File: src/rtl/ram_arbiter_pkg.sv
// Shared types and constants for the two-requester RAM arbiter.
// Owner encoding, requester indices and lock counter sizing live here.
package ram_arbiter_pkg;

  typedef enum logic [1:0] {
    OWN_NONE = 2'd0,
    OWN_0    = 2'd1,
    OWN_1    = 2'd2
  } owner_e;

  localparam int REQ_CPU    = 0;
  localparam int REQ_LOAD   = 1;
  localparam int LOCK_CNT_W = 4;

  typedef logic [LOCK_CNT_W-1:0] lock_cnt_t;

  // Owner state corresponding to a requester index.
  function automatic owner_e owner_of(input logic idx);
    return idx ? OWN_1 : OWN_0;
  endfunction

endpackage

File: src/rtl/ram_arbiter_rr_pick2.sv
// Combinational 2-way grant selector: single requester wins outright,
// a tie goes to the locked owner while under budget, else round-robin.
module rr_pick2
  import ram_arbiter_pkg::*;
#(
  parameter int MAX_LOCK = 4
) (
  input  logic [1:0] i_req,
  input  owner_e     i_owner,
  input  lock_cnt_t  i_lock_cnt,
  input  logic       i_last_gnt,
  output logic [1:0] o_gnt
);

  localparam lock_cnt_t LOCK_MAX = lock_cnt_t'(MAX_LOCK);

  logic w_under_budget;

  assign w_under_budget = (i_lock_cnt < LOCK_MAX);

  always_comb begin
    o_gnt = 2'b00;
    unique case (i_req)
      2'b01: o_gnt = 2'b01;
      2'b10: o_gnt = 2'b10;
      2'b11: begin
        if (i_owner == OWN_0 && w_under_budget) begin
          o_gnt = 2'b01;
        end else if (i_owner == OWN_1 && w_under_budget) begin
          o_gnt = 2'b10;
        end else if (i_last_gnt) begin
          o_gnt = 2'b01;
        end else begin
          o_gnt = 2'b10;
        end
      end
      default: o_gnt = 2'b00;
    endcase
  end

endmodule

File: src/rtl/ram_arbiter.sv
// Shares one single-port synchronous RAM between the CPU (m0) and the loader (m1).
// Grants are combinational; read data returns one cycle later tagged with rvalid.
module ram_arbiter
  import ram_arbiter_pkg::*;
#(
  parameter int MEM_ADDR_WIDTH = 8,
  parameter int MEM_DATA_WIDTH = 8,
  parameter int MAX_LOCK       = 4
) (
  input  logic                      clock,
  input  logic                      reset_n,
  input  logic                      m0_req,
  input  logic                      m0_rnw,
  input  logic [MEM_ADDR_WIDTH-1:0] m0_addr,
  input  logic [MEM_DATA_WIDTH-1:0] m0_wdata,
  input  logic                      m0_lock,
  output logic                      m0_gnt,
  output logic                      m0_rvalid,
  output logic [MEM_DATA_WIDTH-1:0] m0_rdata,
  input  logic                      m1_req,
  input  logic                      m1_rnw,
  input  logic [MEM_ADDR_WIDTH-1:0] m1_addr,
  input  logic [MEM_DATA_WIDTH-1:0] m1_wdata,
  input  logic                      m1_lock,
  output logic                      m1_gnt,
  output logic                      m1_rvalid,
  output logic [MEM_DATA_WIDTH-1:0] m1_rdata,
  output logic [MEM_ADDR_WIDTH-1:0] ram_address,
  output logic [MEM_DATA_WIDTH-1:0] ram_data_in,
  output logic                      ram_rnw,
  input  logic [MEM_DATA_WIDTH-1:0] ram_data_out
);

  localparam lock_cnt_t LOCK_MAX = lock_cnt_t'(MAX_LOCK);

  owner_e    r_owner;
  lock_cnt_t r_lock_cnt;
  logic      r_last_gnt;
  logic [1:0] r_rvalid;

  owner_e    w_owner_next;
  lock_cnt_t w_lock_cnt_next;
  logic      w_last_gnt_next;

  logic [1:0] w_req;
  logic [1:0] w_gnt;
  logic [1:0] w_rnw;
  logic       w_gnt_any;
  logic       w_gnt_idx;
  logic       w_gnt_lock;

  assign w_req      = {m1_req, m0_req};
  assign w_rnw      = {m1_rnw, m0_rnw};
  assign w_gnt_any  = |w_gnt;
  assign w_gnt_idx  = w_gnt[REQ_LOAD];
  assign w_gnt_lock = w_gnt_idx ? m1_lock : m0_lock;

  rr_pick2 #(
    .MAX_LOCK (MAX_LOCK)
  ) u_pick (
    .i_req      (w_req),
    .i_owner    (r_owner),
    .i_lock_cnt (r_lock_cnt),
    .i_last_gnt (r_last_gnt),
    .o_gnt      (w_gnt)
  );

  assign m0_gnt = w_gnt[REQ_CPU];
  assign m1_gnt = w_gnt[REQ_LOAD];

  // Owner FSM: state register.
  always_ff @(posedge clock or negedge reset_n) begin
    if (!reset_n) begin
      r_owner    <= OWN_NONE;
      r_lock_cnt <= '0;
      r_last_gnt <= 1'b1;
    end else begin
      r_owner    <= w_owner_next;
      r_lock_cnt <= w_lock_cnt_next;
      r_last_gnt <= w_last_gnt_next;
    end
  end

  // Owner FSM: next state. Ownership only ever passes through OWN_NONE.
  always_comb begin
    w_owner_next    = r_owner;
    w_lock_cnt_next = r_lock_cnt;
    w_last_gnt_next = r_last_gnt;
    if (w_gnt_any) begin
      w_last_gnt_next = w_gnt_idx;
      if (w_gnt_lock && r_owner == owner_of(w_gnt_idx)) begin
        if (r_lock_cnt < LOCK_MAX) begin
          w_lock_cnt_next = r_lock_cnt + lock_cnt_t'(1);
        end
      end else if (w_gnt_lock && r_owner == OWN_NONE) begin
        w_owner_next    = owner_of(w_gnt_idx);
        w_lock_cnt_next = lock_cnt_t'(1);
      end else begin
        w_owner_next    = OWN_NONE;
        w_lock_cnt_next = '0;
      end
    end
  end

  // Owner FSM: outputs. Idle cycles park the RAM on a harmless read of 0.
  always_comb begin
    ram_address = '0;
    ram_data_in = '0;
    ram_rnw     = 1'b1;
    if (w_gnt_any) begin
      ram_address = w_gnt_idx ? m1_addr  : m0_addr;
      ram_data_in = w_gnt_idx ? m1_wdata : m0_wdata;
      ram_rnw     = w_gnt_idx ? m1_rnw   : m0_rnw;
    end
  end

  // One-cycle read-latency tag per requester, matching the RAM's registered output.
  genvar gi;
  generate
    for (gi = 0; gi < 2; gi++) begin : g_rvalid
      always_ff @(posedge clock or negedge reset_n) begin
        if (!reset_n) begin
          r_rvalid[gi] <= 1'b0;
        end else begin
          r_rvalid[gi] <= w_gnt[gi] & w_rnw[gi];
        end
      end
    end
  endgenerate

  assign m0_rvalid = r_rvalid[REQ_CPU];
  assign m1_rvalid = r_rvalid[REQ_LOAD];
  assign m0_rdata  = ram_data_out;
  assign m1_rdata  = ram_data_out;

endmodule

File: config.mk
export PLATFORM = sky130hd
export DESIGN_NAME = ram_arbiter
export DESIGN_NICKNAME = d
export VERILOG_FILES = /design/src/rtl/ram_arbiter_pkg.sv /design/src/rtl/ram_arbiter_rr_pick2.sv /design/src/rtl/ram_arbiter.sv
export SDC_FILE = /design/constraint.sdc
export NUM_CORES = 1
export LEC_CHECK = 0
export ABC_AREA = 0
export CORE_ASPECT_RATIO = 0.7
export CORE_MARGIN = 5
export CORE_UTILIZATION = 30
export CTS_BUF_LIST = sky130_fd_sc_hd__clkbuf_4
export DETAILED_ROUTE_END_ITERATION = 16
export GPL_ROUTABILITY_DRIVEN = 0
export GPL_TIMING_DRIVEN = 0
export PLACE_DENSITY = 0.8
export REMOVE_ABC_BUFFERS = 1
export SETUP_SLACK_MARGIN = 0.5
export SYNTH_ARGS = -nofsm -noshare
export SYNTH_HDL_FRONTEND = slang
export SYNTH_SLANG_ARGS = --single-unit
File: constraint.sdc
create_clock -name clock -period 1.9 [get_ports clock]
set_clock_uncertainty 0.2 [all_clocks]
set_input_delay 0.285 -clock clock [delete_from_list [all_inputs] [get_ports clock]]
set_output_delay 0.285 -clock clock [all_outputs]
set_load 0.03 [all_outputs]
Word-level counts from Yosys, hierarchy flattened --
Cells that the tools add are included.
Cells by class: add/sub/neg operators 1, order comparisons 1, eq/ne operators 7, muxes and demuxes 16, bitwise logic cells 3, reduce and logical (&&, ||, !) cells 8
Operators with widths (number):
- 8-bit two-way mux | 4
- 2-bit two-way mux | 5
- 4-bit two-way mux | 2
- 2-bit equality test, second input constant | 3
- 2-bit one-hot mux with 3 select lines | 1
- 4-bit by 1-bit adder with 4-bit output, second input constant | 1
- 2-bit by 1-bit equality test with 1-bit output, second input constant | 2
- 1-bit logical AND | 4
- 4-bit by 3-bit less-than comparator with 1-bit output, second input constant | 1
- 1-bit two-way mux | 4
- 2-bit AND reduction | 2
- 1-bit AND | 2
- 2-bit equality test | 1
- 2-bit zero test | 1
- 2-bit by 1-bit inequality test with 1-bit output, second input constant | 1
- 2-bit OR reduction | 1
- 1-bit NOT | 1
Storage, ports and cells: register bits 9, output and inout bits 37

Depth between registers and ports, before layout --
depth after elaboration 10, depth in mapped cells 6, mapped depth without buffers 4

Cells and area by module --
Synthesis repeated with hierarchy kept, for this count alone.
Unflattened totals: cell total of the unflattened synthesis 88, area, all modules 782.0 µm²
Modules (own cells, without submodules):
- ram_arbiter | instances 1, cells an instance 82, area each 742.0 µm², sequential area each 226.5 µm²
- rr_pick2 | instances 1, cells an instance 6, area each 40.0 µm², sequential area each 0.0 µm²

Least setup slack after synthesis --
No wires, ideal clock.
path kind register -> output, start reg r_lock_cnt[3], end out ram_address[6], arrival time 1.974 ns, setup slack -0.559 ns, stages on the path, launching flop included 7, buffers on the path 2, path through dfrtp_1 -> or3b_1 -> a21oi_2 -> or2_1 -> buf_6 -> buf_12 -> mux2i_1
On the way: longest elaborated chain between the ends 7, elaborated cells between the ends (all ways) 9, classes of those cells order compare: 1; mux: 5; reduce/logical: 3
Ends and longest elaborated chain:
- from (decl) | RTL line ram_arbiter.sv:37 | lock_cnt_t r_lock_cnt;
- from (signal assigned) | RTL line ram_arbiter.sv:79 | r_lock_cnt <= w_lock_cnt_next;
- 4-bit by 3-bit less-than comparator with 1-bit output (*) | RTL line ram_arbiter_rr_pick2.sv:19 | assign w_under_budget = (i_lock_cnt < LOCK_MAX);
- 1-bit logical AND | RTL line ram_arbiter_rr_pick2.sv:29 | end else if (i_owner == OWN_1 && w_under_budget) begin
- 2-bit two-way mux | RTL line ram_arbiter_rr_pick2.sv:29
- 2-bit two-way mux (*) | RTL line ram_arbiter_rr_pick2.sv:27 | if (i_owner == OWN_0 && w_under_budget) begin
- 2-bit one-hot mux with 3 select lines (*) | RTL line ram_arbiter_rr_pick2.sv:23 | unique case (i_req)
- 8-bit two-way mux or 2-bit OR reduction (tied branches) | RTL line ram_arbiter.sv:111, ram_arbiter.sv:54
- 8-bit two-way mux (*) | RTL line ram_arbiter.sv:110 | if (w_gnt_any) begin
- to (decl) | RTL line ram_arbiter.sv:28 | output logic [MEM_ADDR_WIDTH-1:0] ram_address,
Mark *: on every way between the ends. The rest lies on a longest branch, timed or not.

Worst setup path after layout --
start reg r_lock_cnt[3], end out ram_data_in[5]
On the way: longest elaborated chain between the ends 7, elaborated cells between the ends (all ways) 9, classes of those cells order compare: 1; mux: 5; reduce/logical: 3
Ends and longest elaborated chain:
- 4-bit by 3-bit less-than comparator with 1-bit output (*) | RTL line ram_arbiter_rr_pick2.sv:19
- 1-bit logical AND | RTL line ram_arbiter_rr_pick2.sv:29
- 2-bit two-way mux | RTL line ram_arbiter_rr_pick2.sv:29
- 2-bit two-way mux (*) | RTL line ram_arbiter_rr_pick2.sv:27
- 2-bit one-hot mux with 3 select lines (*) | RTL line ram_arbiter_rr_pick2.sv:23
- 8-bit two-way mux or 2-bit OR reduction (tied branches) | RTL line ram_arbiter.sv:112, ram_arbiter.sv:54
- 8-bit two-way mux (*) | RTL line ram_arbiter.sv:110
- to (decl) | RTL line ram_arbiter.sv:29 | output logic [MEM_DATA_WIDTH-1:0] ram_data_in,
Marks and branches as above.

==> results.md <==
* Arrival time worst endpoint at 1.99 ns
* Fraction of synthesized cell area taken by the top area cell type at 20.2%
* Shortest period the worst path allows at 2.47 ns
* Mean area per synthesized cell at 7.64 sq um
* Via Count at 1053
* Area of the multi-input gates at 611 sq um
* Number of different library cells in the post-synthesis netlist at 37
* Number of remaining DRC errors at 0
* Placement Rows at 17
* Die span in x at 78.8 microns
* DRT iter0 DRCs at 41
* Worst-case headroom to the max-slew limit at 65.1%
* Syn Inst Count at 130
* Number of buffers added on ports at 60
* Vertical die dimension at 58.1 microns
* Buffer type at the clock tree root: clkbuf_4
* Number of levels in the clock H-tree at 1
* Most common library cell in the layout ignoring fill and taps: clkdlybuf4s50_1
* GRT overflow at 0
* Count of final max-slew check failures at 0
* TritonCTS clock tree: yes
* Routed vias/inst at 4.72
* Initial core utilization at 31.3%
* Share of cells above drive strength 1 at 29.2%
* Number of warnings printed during yosys synthesis at 0
* Maximum fanout count along the critical path at 6
* Cell leakage power at 0.815 nW
* Storage cell area at 230 sq um
* Pin count of the biggest net entering global routing at 26
* Area Overhead vs Synth at 63.7%
* Count of state elements after synthesis at 9
* Overall global routing resource usage at 13.8%
* Outcome: finished, violations left
* TritonCTS sink count at 9
* Actual slew at the worst max-slew pin at 0.523 ns
* Violations in the final reports: negative setup slack
* Number of failing hold endpoints at the final stage at 0
* Type of element capturing the critical path: output port
* Number of global-route vias before repair at 1032
* Largest cells by area after synthesis: dfrtp_1 (20%), mux2i_1 (16%), buf_4 (12%)
* Sequential cell area fraction in the yosys report at 22.8%
* Total die area at 4580 sq um
* Worst setup path category: register to output port
* Hold_ws at 0.126 ns
* Number of antenna-violating nets in the routed design at 0
* Path type of the worst min-delay path: input pin to asynchronous set/reset pin
* Commonest cells after routing, fill and taps aside: clkdlybuf4s50_1 (37), buf_4 (21), nand2_1 (20)
* Number of ports placed on the die boundary at 85
* Post-DR wirelength/cell at 14.5 microns
* Final setup slack of the worst path at -0.571 ns
* Area leader, netlist: dfrtp_1
* CTS clk-pin slew, worst paths at 0.06 ns
* Number of clock buffers inserted by TritonCTS at 3
* Final antenna diode count at 0
* Wirelength, routed at 3240 microns
* Final critical-path share of the clock period at 130%
* Timing-limited maximum frequency at 0.405 GHz
* Number of fill cells at 306
* Final nets at 235
* Kind of start point of the critical path: register
* Maximum buffer depth of the clock tree at 2
* CP Data Required Time at 1.41 ns
* Detailed-placement wirelength estimate at 2150 microns
* Setup repair after global routing missed its margin: true
* Maximum vdd drop at 156 uV
* Total power at 0.000881 W
* Total setup violations reported at the end of the flow at 20
* Length of the first detailed-routing pass in iterations at 4
* Global-route wire length before repair at 4960 microns
* Number of max-cap violations at 0
* Worst-Skew Late Latency at 0.27 ns
* Post-synthesis instance area at 993 sq um
* Pwr per Cell Area at 541 nW/um^2
* Core region area at 3170 sq um
* Initial antenna violation count at 0
* Hold_buf cts at 0
-- synth_stat cells, drive strengths merged --
library cell,instances
or2,3
ha,1
nand3b,1
nand2,21
clkbuf,3
a21boi,1
nand2b,5
o31ai,1
or3,1
inv,19
or3b,1
nor3b,3
buf,18
a22o,1
o221a,1
and2,1
a21oi,4
nor2b,2
dfstp,1
o221ai,1
o21ai,4
nor2,6
a2bb2oi,1
dfrtp,8
o311ai,1
a311oi,1
a31oi,1
and3,1
o32a,1
mux2i,16
a211o,1
-- power breakdown --
group | total [W] | switching [W] | leakage, nW | internal [W]
sequential | 0.000232 | 0.0000213 | 0.112 | 0.000211
combinational | 0.000481 | 0.000239 | 0.685 | 0.000242
clock | 0.000168 | 0.0000720 | 0.0184 | 0.0000956
-- flip-flops by register name, indices dropped and copies added, names as in the netlist --
register / flops
r_lock_cnt: 4
r_last_gnt: 1
m1_rvalid: 1
r_owner: 2
m0_rvalid: 1
-- kinds of logic after synthesis --
logic type | share of synthesized area [%]
buffers and inverters | 23.6
AOI/OAI and AO/OA | 14.0
adders and majority gates | 1.26
and+or+nand+nor | 22.3
DFF | 22.8
muxes | 16.1
-- metrics by stage --
step                instance area, sq um  instances  worst slack (ns)  TNS (ns)  utilization, %
detailed placement                  1480        207             -2.17    -43.49            46.7
CTS                                 1610        221            -0.544     -9.32            50.9
floorplan                            831        109            -0.866    -15.57               -
global placement                    1480        207             -2.20    -44.62            46.7
finish                              1630        223            -0.571     -9.79            51.3
global route                        1630        223            -0.637    -11.14            51.3
-- layout make-up --
type                            instances  area share (%)
Multi-Input combinational cell         84            37.5
Clock buffer                            4            1.85
Sequential cell                         9            14.2
Tap cell                               38            2.92
Timing Repair Buffer                   69            39.2
Inverter                               19            4.38
-- metal layers --
metal | routed length, microns | track usage [%] | share of wire (%) | vias up
li1 | - | - | - | 523
met1 | 1430 | 16.4 | 44 | 475
met2 | 1470 | 22.0 | 45 | 53
met3 | 326 | 7.92 | 10 | 2
met4 | 10 | 2.49 | 0.31 | 0
met5 | 0 | 0 | 0 | -
-- worst max-delay path, cell delays in order, from the launching register on --
cell	delay, ns
dfrtp_2	0.45
or3b_4	0.43
a21oi_4	0.21
or2_4	0.22
mux2i_1	0.22
buf_4	0.19
-- timing repair --
item,4_1_cts,5_1_grt
buffers inserted,7,2
gates resized for setup,146,7
gates cloned,3,0
setup endpoints to repair,30,30
pin swaps,18,6
-- worst paths after layout --
| path | cells after the start | startpoint | slack, ns | to |
|---|---|---|---|---|
| worst min-delay path | 1 | reset_n | 0.13 | m0_rvalid |
| max in group asynchronous | 1 | reset_n | 1.04 | r_last_gnt |
| worst max register to register | 6 | r_lock_cnt[2] | -0.07 | r_lock_cnt[0] |
| worst max-delay path | 5 | r_lock_cnt[3] | -0.57 | ram_data_in[5] |
| min in group clock | 2 | r_lock_cnt[1] | 0.34 | r_lock_cnt[1] |
| worst min register to register | 2 | r_lock_cnt[1] | 0.34 | r_lock_cnt[1] |
No activity file was read; power rests on OpenSTA's default activity.
